## config.mk

```make
export PLATFORM = sky130hd
export DESIGN_NAME = t_toggle_pulse_gen
export DESIGN_NICKNAME = d
export VERILOG_FILES = /design/src/rtl/t_toggle_pulse_gen_pkg.sv /design/src/rtl/t_toggle_pulse_gen_sync.sv /design/src/rtl/t_toggle_pulse_gen.sv
export SDC_FILE = /design/constraint.sdc
export NUM_CORES = 1
export LEC_CHECK = 0
export BUFFER_PORTS_ARGS = -buffer_cell sky130_fd_sc_hd__buf_2
export CORE_AREA = 2 2 39 41
export CTS_BUF_LIST = sky130_fd_sc_hd__clkbuf_8 sky130_fd_sc_hd__clkbuf_16
export CTS_CLUSTER_DIAMETER = 40
export CTS_CLUSTER_SIZE = 8
export DETAILED_ROUTE_END_ITERATION = 8
export DIE_AREA = 0 0 41 43
export GPL_TIMING_DRIVEN = 0
export HOLD_SLACK_MARGIN = 0.15
export PLACE_DENSITY_LB_ADDON = 0.1
export SYNTH_ARGS = -nofsm -noshare
export SYNTH_HDL_FRONTEND = slang
export SYNTH_HIERARCHICAL = 1
export SYNTH_SLANG_ARGS = --single-unit
```

## constraint.sdc

```tcl
create_clock -name clk -period 3.09 [get_ports clk]
set_input_delay 0.4635 -clock clk [delete_from_list [all_inputs] [get_ports clk]]
set_output_delay 0.4635 -clock clk [all_outputs]
set_load 0.05 [all_outputs]
```

## src/rtl/t_toggle_pulse_gen_pkg.sv

```systemverilog
// Shared definitions for the push-button toggle pulse generator.
//   - FSM state encoding (2-bit, kept as plain localparams so legacy
//     code comparing raw state values keeps working)
//   - elaboration-time helpers used to size the counters
package t_toggle_pulse_gen_pkg;

    localparam logic [1:0] ST_IDLE        = 2'd0;
    localparam logic [1:0] ST_PRESS_CHK   = 2'd1;
    localparam logic [1:0] ST_HELD        = 2'd2;
    localparam logic [1:0] ST_RELEASE_CHK = 2'd3;

    // Number of bits needed to hold values 0 .. value-1.
    function automatic int clog2(input int value);
        int r;
        r = 0;
        while ((1 << r) < value) r++;
        return r;
    endfunction

    function automatic int max2(input int a, input int b);
        return (a > b) ? a : b;
    endfunction

endpackage

```

## src/rtl/t_toggle_pulse_gen_sync.sv

```systemverilog
// bit_sync: multi-flop synchroniser for one asynchronous level.
// Ports:
//   clk    in  1  sampling clock
//   reset  in  1  asynchronous active-low reset, clears the chain to 0
//   d      in  1  asynchronous input level
//   q      out 1  d delayed by STAGES clock edges
module bit_sync #(
    parameter int STAGES = 2
) (
    input  logic clk,
    input  logic reset,
    input  logic d,
    output logic q
);

    logic [STAGES-1:0] sync_q;

    always_ff @(posedge clk or negedge reset) begin
        if (!reset) begin
            sync_q <= '0;
        end else begin
            sync_q <= {sync_q[STAGES-2:0], d};
        end
    end

    assign q = sync_q[STAGES-1];

endmodule

```

## src/rtl/t_toggle_pulse_gen.sv

```systemverilog
// t_toggle_pulse_gen: turns a raw, bouncy push-button into clean
// single-cycle toggle requests, with optional auto-repeat while held.
// Ports:
//   clk     in  1  system clock, rising edge
//   reset   in  1  asynchronous active-low reset
//   btn     in  1  raw button level (asynchronous, may bounce)
//   T       out 1  one-cycle toggle request per accepted press / repeat
//   btn_db  out 1  debounced button level
//   busy    out 1  high whenever the FSM is outside IDLE
//
// state          | meaning
// ST_IDLE        | button released and stable
// ST_PRESS_CHK   | synced level went high, counting stable-high samples
// ST_HELD        | press accepted; repeat timer running
// ST_RELEASE_CHK | synced level went low, counting stable-low samples
module t_toggle_pulse_gen
    import t_toggle_pulse_gen_pkg::*;
#(
    parameter int SYNC_STAGES     = 2,
    parameter int DEBOUNCE_CYCLES = 4,
    parameter int REPEAT_EN       = 0,
    parameter int REPEAT_CYCLES   = 8
) (
    input  logic clk,
    input  logic reset,
    input  logic btn,
    output logic T,
    output logic btn_db,
    output logic busy
);

    localparam int CNT_W = clog2(max2(DEBOUNCE_CYCLES, REPEAT_CYCLES) + 1);
    localparam logic [CNT_W-1:0] DB_LAST  = CNT_W'(DEBOUNCE_CYCLES);
    localparam logic [CNT_W-1:0] RPT_LAST = CNT_W'(REPEAT_CYCLES - 1);
    localparam logic [CNT_W-1:0] CNT_ONE  = CNT_W'(1);

    logic             btn_s;
    logic [1:0]       state_q, state_d;
    logic [CNT_W-1:0] cnt_q, cnt_d;
    logic [CNT_W-1:0] rpt_q, rpt_d;
    logic             t_q, t_d;
    logic             db_q, db_d;
    logic             busy_q, busy_d;

    bit_sync #(
        .STAGES (SYNC_STAGES)
    ) u_btn_sync (
        .clk   (clk),
        .reset (reset),
        .d     (btn),
        .q     (btn_s)
    );

    always_comb begin
        state_d = state_q;
        cnt_d   = cnt_q;
        rpt_d   = rpt_q;
        t_d     = 1'b0;
        db_d    = db_q;
        case (state_q)
            ST_IDLE: begin
                cnt_d = '0;
                if (btn_s) begin
                    state_d = ST_PRESS_CHK;
                    cnt_d   = CNT_ONE;
                end
            end
            ST_PRESS_CHK: begin
                if (!btn_s) begin
                    state_d = ST_IDLE;
                    cnt_d   = '0;
                end else if (cnt_q == DB_LAST) begin
                    state_d = ST_HELD;
                    cnt_d   = '0;
                    rpt_d   = '0;
                    t_d     = 1'b1;
                    db_d    = 1'b1;
                end else begin
                    cnt_d = cnt_q + CNT_ONE;
                end
            end
            ST_HELD: begin
                if (!btn_s) begin
                    state_d = ST_RELEASE_CHK;
                    cnt_d   = CNT_ONE;
                end else if (rpt_q == RPT_LAST) begin
                    // Without auto-repeat the timer simply parks at its
                    // terminal value instead of wrapping.
                    if (REPEAT_EN != 0) begin
                        t_d   = 1'b1;
                        rpt_d = '0;
                    end
                end else begin
                    rpt_d = rpt_q + CNT_ONE;
                end
            end
            ST_RELEASE_CHK: begin
                if (btn_s) begin
                    // Release bounce: back to HELD with a fresh repeat period.
                    state_d = ST_HELD;
                    cnt_d   = '0;
                    rpt_d   = '0;
                end else if (cnt_q == DB_LAST) begin
                    state_d = ST_IDLE;
                    cnt_d   = '0;
                    db_d    = 1'b0;
                end else begin
                    cnt_d = cnt_q + CNT_ONE;
                end
            end
            default: begin
                state_d = ST_IDLE;
                cnt_d   = '0;
                rpt_d   = '0;
                db_d    = 1'b0;
            end
        endcase
        busy_d = (state_d != ST_IDLE);
    end

    always_ff @(posedge clk or negedge reset) begin
        if (!reset) begin
            state_q <= ST_IDLE;
            cnt_q   <= '0;
            rpt_q   <= '0;
            t_q     <= 1'b0;
            db_q    <= 1'b0;
            busy_q  <= 1'b0;
        end else begin
            state_q <= state_d;
            cnt_q   <= cnt_d;
            rpt_q   <= rpt_d;
            t_q     <= t_d;
            db_q    <= db_d;
            busy_q  <= busy_d;
        end
    end

    assign T      = t_q;
    assign btn_db = db_q;
    assign busy   = busy_q;

endmodule

```

==> impl_metrics.env, run 1 <==
export IMPL_syn_cell_area_um2=542
export IMPL_ys_types=23
export IMPL_grt_pass1_wl_mm=1.52
export IMPL_yosys_top_cells_area="dfrtp_1 (51%), nand3b_1 (5.5%), ha_1 (4.6%)"
export IMPL_yosysTopAreaCell="dfrtp_1"
export IMPL_cts_buffers=3
export IMPL_clkSlewWorstSetupHoldPaths_ns=0.05
export IMPL_switchingPower_mw=0.124
export IMPL_fp_dieW_um=41
export IMPL_skew_ns=0.000617
export IMPL_hold_path_class="in2reg"
export IMPL_fin_crit_ns=1.34
export IMPL_vias=361
export IMPL_nFillCells=130
export IMPL_drt_iter0_markers=1
export IMPL_yosys_warnings=6
export IMPL_wl_per_cell_um=12.3
export IMPL_synth_fp_nets=53
export IMPL_power_frac_seq=0.416
export IMPL_mostFrequentLayoutCell="dfrtp_1"
export IMPL_grt_max_degree=12
export IMPL_postSynthCellCount=48
export IMPL_cts_setup_buffers=0
export IMPL_finalCritPeriodShare=0.432
export IMPL_synth_top_cell_area_share=0.508
export IMPL_r2r_end="state_q[1]$_DFF_PN0_"
export IMPL_slew_headroom=0.836
export IMPL_ff2ff_setup_slack_ns=1.75
export IMPL_ys_seq_area_frac=0.508
export IMPL_vias_per_cell=4.88
export IMPL_drive_above_1_share=0.259
export IMPL_hold_path_startpoint="btn"
export IMPL_path_max_fanout=5
export IMPL_critPathRequiredTime_ns=3.21
export IMPL_regArea_um2=275
export IMPL_dp_hpwl_um=657
export IMPL_clock_latency_ns=0.23
export IMPL_rr_worst_depth=4
export IMPL_hold_depth=1
export IMPL_cp_slowest_stage_delay_ns=0.40
export IMPL_syn_to_final_growth_pct=18.5
export IMPL_tightestPinTransition_ns=0.246
export IMPL_max_freq_ghz=0.749
export IMPL_clockRootBuffer="clkbuf_8"
export IMPL_p_leak_nw=0.333
export IMPL_path_delay_family="flip-flops"
export IMPL_cts_tree="done"
export IMPL_critical_path_buf_inv_count=1
export IMPL_place_congestion=0.669
export IMPL_grt_pass1_vias=339
export IMPL_critical_path_arrival_ns=1.45
export IMPL_setup_viol=0
export IMPL_start_kind="register"
export IMPL_maxCapViolCount=0
export IMPL_chipHeight_um=43
export IMPL_routed_wl_um=907
export IMPL_p_comb_frac=0.258
export IMPL_path_depth=4
export IMPL_p_clk_frac=0.325
export IMPL_core_area_um2=1380
export IMPL_worst_setup_path_type="reg2reg"
export IMPL_drcViolationCount=0
export IMPL_vdd_drop_max_mv=0.387
export IMPL_grt_ovfl_total=0
export IMPL_endpoint_kind="register"
export IMPL_synth_ff_latch_count=11
export IMPL_start_util=0.392
export IMPL_multi_input_area_um2=235
export IMPL_hold_viol=0
export IMPL_powerDensity_nw_per_um2=653
export IMPL_final_util=0.464
export IMPL_crit_slowest_cell="dfrtp_1"
export IMPL_firstDrtPassIters=4
export IMPL_htreeDepth=1
export IMPL_clockBufferDepth=2
export IMPL_outcome="completed"
export IMPL_grt_usage=0.130
export IMPL_internal_power_mw=0.295
export IMPL_die_area_um2=1760
export IMPL_r2r_start="cnt_q[0]$_DFFE_PN0P_"
export IMPL_hold_end="u_btn_sync/sync_q[0]$_DFF_PN0_"
export IMPL_ant_nets=0
export IMPL_final_cell_mix="dfrtp_1 (11), buf_2 (6), inv_1 (4), nand2_1 (4), nand3b_1 (4)"
export IMPL_syn_avg_cell_area_um2=11.3
export IMPL_fin_tns_setup_ns=0
export IMPL_antennaDiodeCount=0
export IMPL_cp_cell_sequence="inv_1 > ha_1 > nand4b_4 > mux2_4"
export IMPL_io_pins=6
export IMPL_antenna_found_initial=0
export IMPL_fin_nets=64
export IMPL_rows=14
export IMPL_rsz0062_at_grt="false"
export IMPL_numPortBuffers=5
export IMPL_cts_sink_count=11
export IMPL_slew_violations=0
export IMPL_swShare=0.296
stage by stage:
stage	hold WS (ns)	instance area, um2	total power, mW	instances	worst slack (ns)
detailed placement	0.345	587	0.286	69	1.76
CTS	0.332	642	0.424	74	1.75
global placement	0.339	587	0.283	69	1.79
global route	0.331	642	0.450	74	1.68
floorplan	0.168	542	0.263	48	1.86
finish	0.335	642	0.419	74	1.75
worst max-delay path by stage:
stage                           end                 start  slack, ns
6_report       state_q[1]$_DFF_PN0_  cnt_q[0]$_DFFE_PN0P_       1.75
5_1_grt        state_q[1]$_DFF_PN0_  cnt_q[0]$_DFFE_PN0P_       1.68
4_1_cts        state_q[1]$_DFF_PN0_  cnt_q[0]$_DFFE_PN0P_       1.75
3_5_place_dp   state_q[1]$_DFF_PN0_  cnt_q[0]$_DFFE_PN0P_       1.76
3_3_place_gp   state_q[1]$_DFF_PN0_  cnt_q[0]$_DFFE_PN0P_       1.79
2_1_floorplan  state_q[1]$_DFF_PN0_  cnt_q[0]$_DFFE_PN0P_       1.86
synth_stat cells (all sizes together):
cell type	number
dfrtp	11
o21ai	5
nand2	4
nand3b	4
buf	3
inv	3
ha	2
nand3	2
nand4b	2
nor2b	2
xor2	2
a21o	1
a21oi	1
a32o	1
and2	1
mux2	1
mux2i	1
nand4	1
nor2	1
power groups by stage:
stage               Combinational (mW)  Sequential (mW)  Clock [mW]
floorplan                       0.0804            0.182           0
global placement                 0.107            0.176           0
detailed placement               0.109            0.177           0
CTS                              0.110            0.175       0.139
global route                     0.124            0.177       0.149
finish                           0.108            0.175       0.136
logic make-up after synthesis:
group / synth area share
adders and majority gates: 0.0462
buffers and inverters: 0.0577
and+or+nand+nor: 0.222
xor gates and xnor gates: 0.0323
muxes: 0.0462
DFF: 0.508
AOI/OAI and AO/OA: 0.0877
registers in the layout (all words and copies together) (netlist names):
| signal | count |
|---|---|
| btn_db | 1 |
| u_btn_sync/sync_q | 2 |
| T | 1 |
| cnt_q | 4 |
| busy | 1 |
| state_q | 2 |
per-layer routing:
layer	GRT usage	wire length (um)	up-vias
li1	-	-	182
met1	0.177	398	170
met2	0.188	473	9
met3	0.0471	35	0
met4	0.0400	0	0
met5	0	0	-
final cells by class:
type                            count  area share
Clock buffer                        3      0.0643
Multi-Input combinational cell     31       0.366
Clock inverter                      1     0.00585
Sequential cell                    11       0.429
Tap cell                           16      0.0312
Buffer                              3      0.0312
Timing Repair Buffer                6      0.0546
Inverter                            3      0.0175
repair_timing:
action,CTS,global route
hold endpoints to repair,11,0
hold buffers,1,0
gates resized for setup,0,0
No activity file was read; power rests on OpenSTA's default activity.
==> run 2: changes to the inputs <==
- clock period: 3.09 -> 1.3 ns (I/O delays scaled with it)
==> run 2 against run 1 <==
Power increased by 150%. Global-route usage increased by 0.20 points. Die area unchanged. First-iteration DRC count unchanged. Critical endpoint unchanged. Largest cell class unchanged. Largest power group unchanged.
==> impl_metrics.env, run 2 (same netlist as run 1, synthesis figures left out) <==
export IMPL_outcome="completed"
export IMPL_holdWs_ns=0.356
export IMPL_slew_headroom=0.831
export IMPL_p_comb_frac=0.286
export IMPL_core_area_um2=1380
export IMPL_grt_usage=0.132
export IMPL_io_pins=6
export IMPL_final_cell_mix="dfrtp_1 (11), buf_2 (6), nand2_1 (4), nand3b_1 (4)"
export IMPL_p_leak_nw=0.337
export IMPL_grt_pass1_wl_mm=1.54
export IMPL_final_cell_area_um2=664
export IMPL_skew_ns=0.000354
export IMPL_mostFrequentLayoutCell="dfrtp_1"
export IMPL_internal_power_mw=0.728
export IMPL_reg_top3="cnt_q (4), state_q (2), u_btn_sync/sync_q (2)"
export IMPL_rsz0062_at_grt="false"
export IMPL_drt_iter0_markers=1
export IMPL_slew_violations=0
export IMPL_drive_above_1_share=0.288
export IMPL_start_kind="register"
export IMPL_fin_nets=65
export IMPL_numPortBuffers=5
export IMPL_max_freq_ghz=0.804
export IMPL_switchingPower_mw=0.310
export IMPL_drcViolationCount=0
export IMPL_dp_hpwl_um=657
export IMPL_place_congestion=0.669
export IMPL_wl_per_cell_um=12.5
export IMPL_firstDrtPassIters=4
export IMPL_swShare=0.299
export IMPL_clockRootBuffer="clkbuf_8"
export IMPL_grt_max_degree=12
export IMPL_hold_viol=0
export IMPL_cts_tree="done"
export IMPL_start_util=0.392
export IMPL_die_area_um2=1760
export IMPL_largest_register_ffs=4
export IMPL_clkSlewWorstSetupHoldPaths_ns=0.05
export IMPL_critical_path_arrival_ns=1.36
export IMPL_chipHeight_um=43
export IMPL_tightestPinTransition_ns=0.253
export IMPL_fin_total_pwr_mw=1.04
export IMPL_grt_pass1_vias=355
export IMPL_finalCritPeriodShare=0.957
export IMPL_rows=14
export IMPL_syn_to_final_growth_pct=22.6
export IMPL_endpoint_kind="register"
export IMPL_powerDensity_nw_per_um2=1560
export IMPL_fin_crit_ns=1.24
export IMPL_nFillCells=131
export IMPL_grt_ovfl_total=0
export IMPL_p_clk_frac=0.313
export IMPL_cts_setup_buffers=0
export IMPL_vias=366
export IMPL_cts_buffers=3
export IMPL_setup_viol=0
export IMPL_maxCapViolCount=0
export IMPL_final_util=0.480
export IMPL_hold_path_class="in2async"
export IMPL_worst_setup_path_type="reg2reg"
export IMPL_fp_dieW_um=41
export IMPL_htreeDepth=1
export IMPL_power_frac_seq=0.401
export IMPL_path_max_fanout=5
export IMPL_critPathRequiredTime_ns=1.42
export IMPL_clock_latency_ns=0.23
export IMPL_place_area_um2=587
export IMPL_vdd_drop_max_mv=0.904
export IMPL_cts_sink_count=11
export IMPL_routed_wl_um=938
export IMPL_antennaDiodeCount=0
export IMPL_clockBufferDepth=2
export IMPL_antenna_found_initial=0
export IMPL_regMostFlops="cnt_q"
export IMPL_vias_per_cell=4.88
export IMPL_ant_nets=0
## run 2: power by group through the flow
stage / clock network, mW / logic (mW) / registers [mW]
floorplan: 0 / 0.191 / 0.434
global placement: 0 / 0.254 / 0.419
detailed placement: 0 / 0.258 / 0.420
CTS: 0.331 / 0.296 / 0.415
global route: 0.353 / 0.331 / 0.423
finish: 0.325 / 0.297 / 0.416
## run 2: final cells by class
type / instances / area (um2) / area share
buffer: 3 / 20.0 / 0.0301
sequential: 11 / 275 / 0.414
clock inverter: 1 / 3.75 / 0.00565
inverter: 3 / 11.3 / 0.0169
multi-input combinational: 31 / 248 / 0.373
tap: 16 / 20.0 / 0.0301
timing repair buffer: 7 / 45.0 / 0.0678
clock buffer: 3 / 41.3 / 0.0621
## run 2: path summary, 6_finish.rpt
path / startpoint / endpoint / slack, ns / depth (start not counted)
min in group clk: u_btn_sync/sync_q[0]$_DFF_PN0_ / u_btn_sync/sync_q[1]$_DFF_PN0_ / 0.36 / 0
min reg2reg: u_btn_sync/sync_q[0]$_DFF_PN0_ / u_btn_sync/sync_q[1]$_DFF_PN0_ / 0.36 / 0
min: reset / cnt_q[0]$_DFFE_PN0P_ / 0.36 / 2
max: cnt_q[0]$_DFFE_PN0P_ / state_q[1]$_DFF_PN0_ / 0.06 / 4
max in group asynchronous: reset / state_q[0]$_DFF_PN0_ / 0.74 / 2
max reg2reg: cnt_q[0]$_DFFE_PN0P_ / state_q[1]$_DFF_PN0_ / 0.06 / 4
## run 2: per-layer routing
metal,share of wire,global-route usage
met1,0.44,0.173
met4,0,0.0400
met2,0.53,0.197
met5,0,0
met3,0.032,0.0471
## run 2: stage by stage
| step | worst slack, ns | TNS (ns) | instances |
|---|---|---|---|
| floorplan | 0.0734 | 0 | 48 |
| global placement | 0.00169 | 0 | 69 |
| detailed placement | -0.0295 | -0.0295 | 69 |
| CTS | 0.0241 | 0 | 75 |
| global route | 0.0108 | 0 | 75 |
| finish | 0.0561 | 0 | 75 |
## run 2: timing repair
item / CTS / global route
endpoints found under the setup margin: 1 / 1
resized for setup: 2 / 1
hold buffers: 2 / 0
endpoints found under the hold margin: 12 / 0
pin swaps: 0 / 0
## run 2: critical path: stages (launching register included)
cell      delay, ns
dfrtp_1        0.41
inv_2          0.10
ha_4           0.16
nand4b_4       0.14
mux2_4         0.32
==> run 3: changes to the inputs <==
- clock period: 1.3 -> 1 ns (I/O delays scaled with it)
==> run 3 against run 2 <==
Critical endpoint unchanged. Flip-flop and latch count unchanged. Power increased by 44%. Via count increased by 9.8%. Sequential power increased by 29%. The flow now finishes with violations (setup timing). Cell area increased by 12%. Critical path depth unchanged. Global-route usage increased by 2.3 points. Hold slack got worse by 0.040 ns.
==> impl_metrics.env, run 3 (same netlist as run 1, synthesis figures left out) <==
export IMPL_critPathRequiredTime_ns=1.11
export IMPL_grt_pass1_vias=394
export IMPL_place_area_um2=599
export IMPL_tightestPinTransition_ns=0.246
export IMPL_core_area_um2=1380
export IMPL_drt_met1_wl_um=458
export IMPL_io_pins=6
export IMPL_worst_setup_path_type="reg2reg"
export IMPL_grt_pass1_wl_mm=1.74
export IMPL_top_layer_used="met4"
export IMPL_endpoint_kind="register"
export IMPL_drt_iter0_markers=2
export IMPL_place_congestion=0.675
export IMPL_reg_top3="cnt_q (4), state_q (2), u_btn_sync/sync_q (2)"
export IMPL_rsz0062_at_grt="true"
export IMPL_antenna_found_initial=0
export IMPL_critical_path_arrival_ns=1.33
export IMPL_clockRootBuffer="clkbuf_8"
export IMPL_largest_register_ffs=4
export IMPL_worst_slack_ns=-0.220
export IMPL_cp_slowest_stage_delay_ns=0.41
export IMPL_chipHeight_um=43
export IMPL_htreeDepth=1
export IMPL_vias_per_cell=4.79
export IMPL_start_util=0.392
export IMPL_routed_wl_mm=1.06
export IMPL_die_area_um2=1760
export IMPL_final_cell_mix="buf_4 (12), dfrtp_1 (11), buf_2 (5)"
export IMPL_fin_nets=74
export IMPL_firstDrtPassIters=4
export IMPL_clockBufferDepth=2
export IMPL_vias=402
export IMPL_cts_buffers=3
export IMPL_path_max_fanout=5
export IMPL_max_freq_ghz=0.820
export IMPL_rr_worst_depth=4
export IMPL_slew_headroom=0.836
export IMPL_dp_cells=69
export IMPL_cts_sink_count=11
export IMPL_drcViolationCount=0
export IMPL_rows=14
export IMPL_regMostFlops="cnt_q"
export IMPL_ant_nets=0
export IMPL_fin_total_pwr_mw=1.50
export IMPL_hold_path_class="in2async"
export IMPL_numPortBuffers=5
export IMPL_cts_tree="done"
export IMPL_fin_tns_setup_ns=-1.33
export IMPL_final_util=0.539
export IMPL_regArea_um2=275
export IMPL_wl_met2_um=554
export IMPL_grt_max_degree=12
export IMPL_clkSlewWorstSetupHoldPaths_ns=0.05
export IMPL_drive_above_1_share=0.426
export IMPL_outcome="complete, but fails checks"
export IMPL_vdd_drop_max_mv=1.05
export IMPL_multi_input_area_um2=259
export IMPL_p_leak_nw=0.383
export IMPL_start_kind="register"
export IMPL_grt_ovfl_total=0
export IMPL_clock_latency_ns=0.23
export IMPL_route_met3_wl_um=21
export IMPL_finalCritPeriodShare=1.22
export IMPL_crit_slowest_cell="dfrtp_1"
export IMPL_grt_usage=0.155
export IMPL_wl_per_cell_um=12.6
export IMPL_cp_cell_sequence="inv_2 > ha_4 > nand4b_4 > mux2_4"
export IMPL_slew_violations=0
export IMPL_violations="setup timing"
export IMPL_antennaDiodeCount=0
export IMPL_hold_viol=0
export IMPL_mostFrequentLayoutCell="buf_4"
export IMPL_setup_viol=9
export IMPL_skew_ns=0.000680
export IMPL_maxCapViolCount=0
export IMPL_syn_to_final_growth_pct=37.6
export IMPL_fin_crit_ns=1.22
export IMPL_final_cell_area_um2=746
export IMPL_nFillCells=130
export IMPL_dp_hpwl_um=715
export IMPL_fp_dieW_um=41
export IMPL_final_cells=84
export IMPL_powerDensity_nw_per_um2=2010
run 3: cell types whose count changed in the layout (fill, tap and decap cells not counted), sizes merged:
cell	before	now
buf	8	17
run 3: per-layer routing:
layer,vias up,GRT usage
li1,203,-
met2,6,0.241
met5,-,0
met3,4,0.0314
met4,0,0.100
met1,189,0.183
run 3: cell type report:
class                           instances  area share
Sequential cell                        11       0.369
Multi-Input combinational cell         31       0.347
Timing Repair Buffer                   16       0.154
Clock buffer                            3      0.0554
Buffer                                  3      0.0268
Tap cell                               16      0.0268
Inverter                                3      0.0151
Clock inverter                          1     0.00503
run 3: per-stage QoR:
| step | hold WS [ns] | setup WS [ns] |
|---|---|---|
| 2_1_floorplan | -0.146 | -0.152 |
| 3_3_place_gp | 0.0250 | -0.216 |
| 3_5_place_dp | 0.0296 | -0.246 |
| 4_1_cts | 0.312 | -0.206 |
| 5_1_grt | 0.319 | -0.256 |
| 6_report | 0.316 | -0.220 |
run 3: worst max-delay path, delay by kind of cell (launching register included):
kind	cells	cell delay, ns
adder cells (fa/ha/maj)	1	0.14
buffers and inverters	1	0.09
flip-flops	1	0.41
multiplexers	1	0.33
AND/OR/NAND/NOR	1	0.14
run 3: what timing repair did:
| item | 4_1_cts | 5_1_grt |
|---|---|---|
| pin swaps | 5 | 1 |
| endpoints found under the hold margin | 12 | 0 |
| gates cloned | 0 | 0 |
| hold buffers | 2 | 0 |
| setup endpoints to repair | 10 | 9 |
| buffers inserted | 8 | 1 |
| resized for setup | 3 | 2 |
run 3: path summary, 6_finish.rpt:
check | slack, ns | start | to
max | -0.22 | cnt_q[0]$_DFFE_PN0P_ | state_q[1]$_DFF_PN0_
max in group asynchronous | 0.49 | reset | state_q[1]$_DFF_PN0_
max reg2reg | -0.22 | cnt_q[0]$_DFFE_PN0P_ | state_q[1]$_DFF_PN0_
min in group clk | 0.35 | u_btn_sync/sync_q[0]$_DFF_PN0_ | u_btn_sync/sync_q[1]$_DFF_PN0_
min reg2reg | 0.35 | u_btn_sync/sync_q[0]$_DFF_PN0_ | u_btn_sync/sync_q[1]$_DFF_PN0_
min | 0.32 | reset | T$_DFF_PN0_
run 3: where the power goes:
group          switching (mW)  leakage [nW]  total [mW]  internal (mW)
Sequential             0.0323         0.136       0.536          0.503
Clock                   0.152        0.0269       0.420          0.268
Combinational           0.265         0.220       0.544          0.279
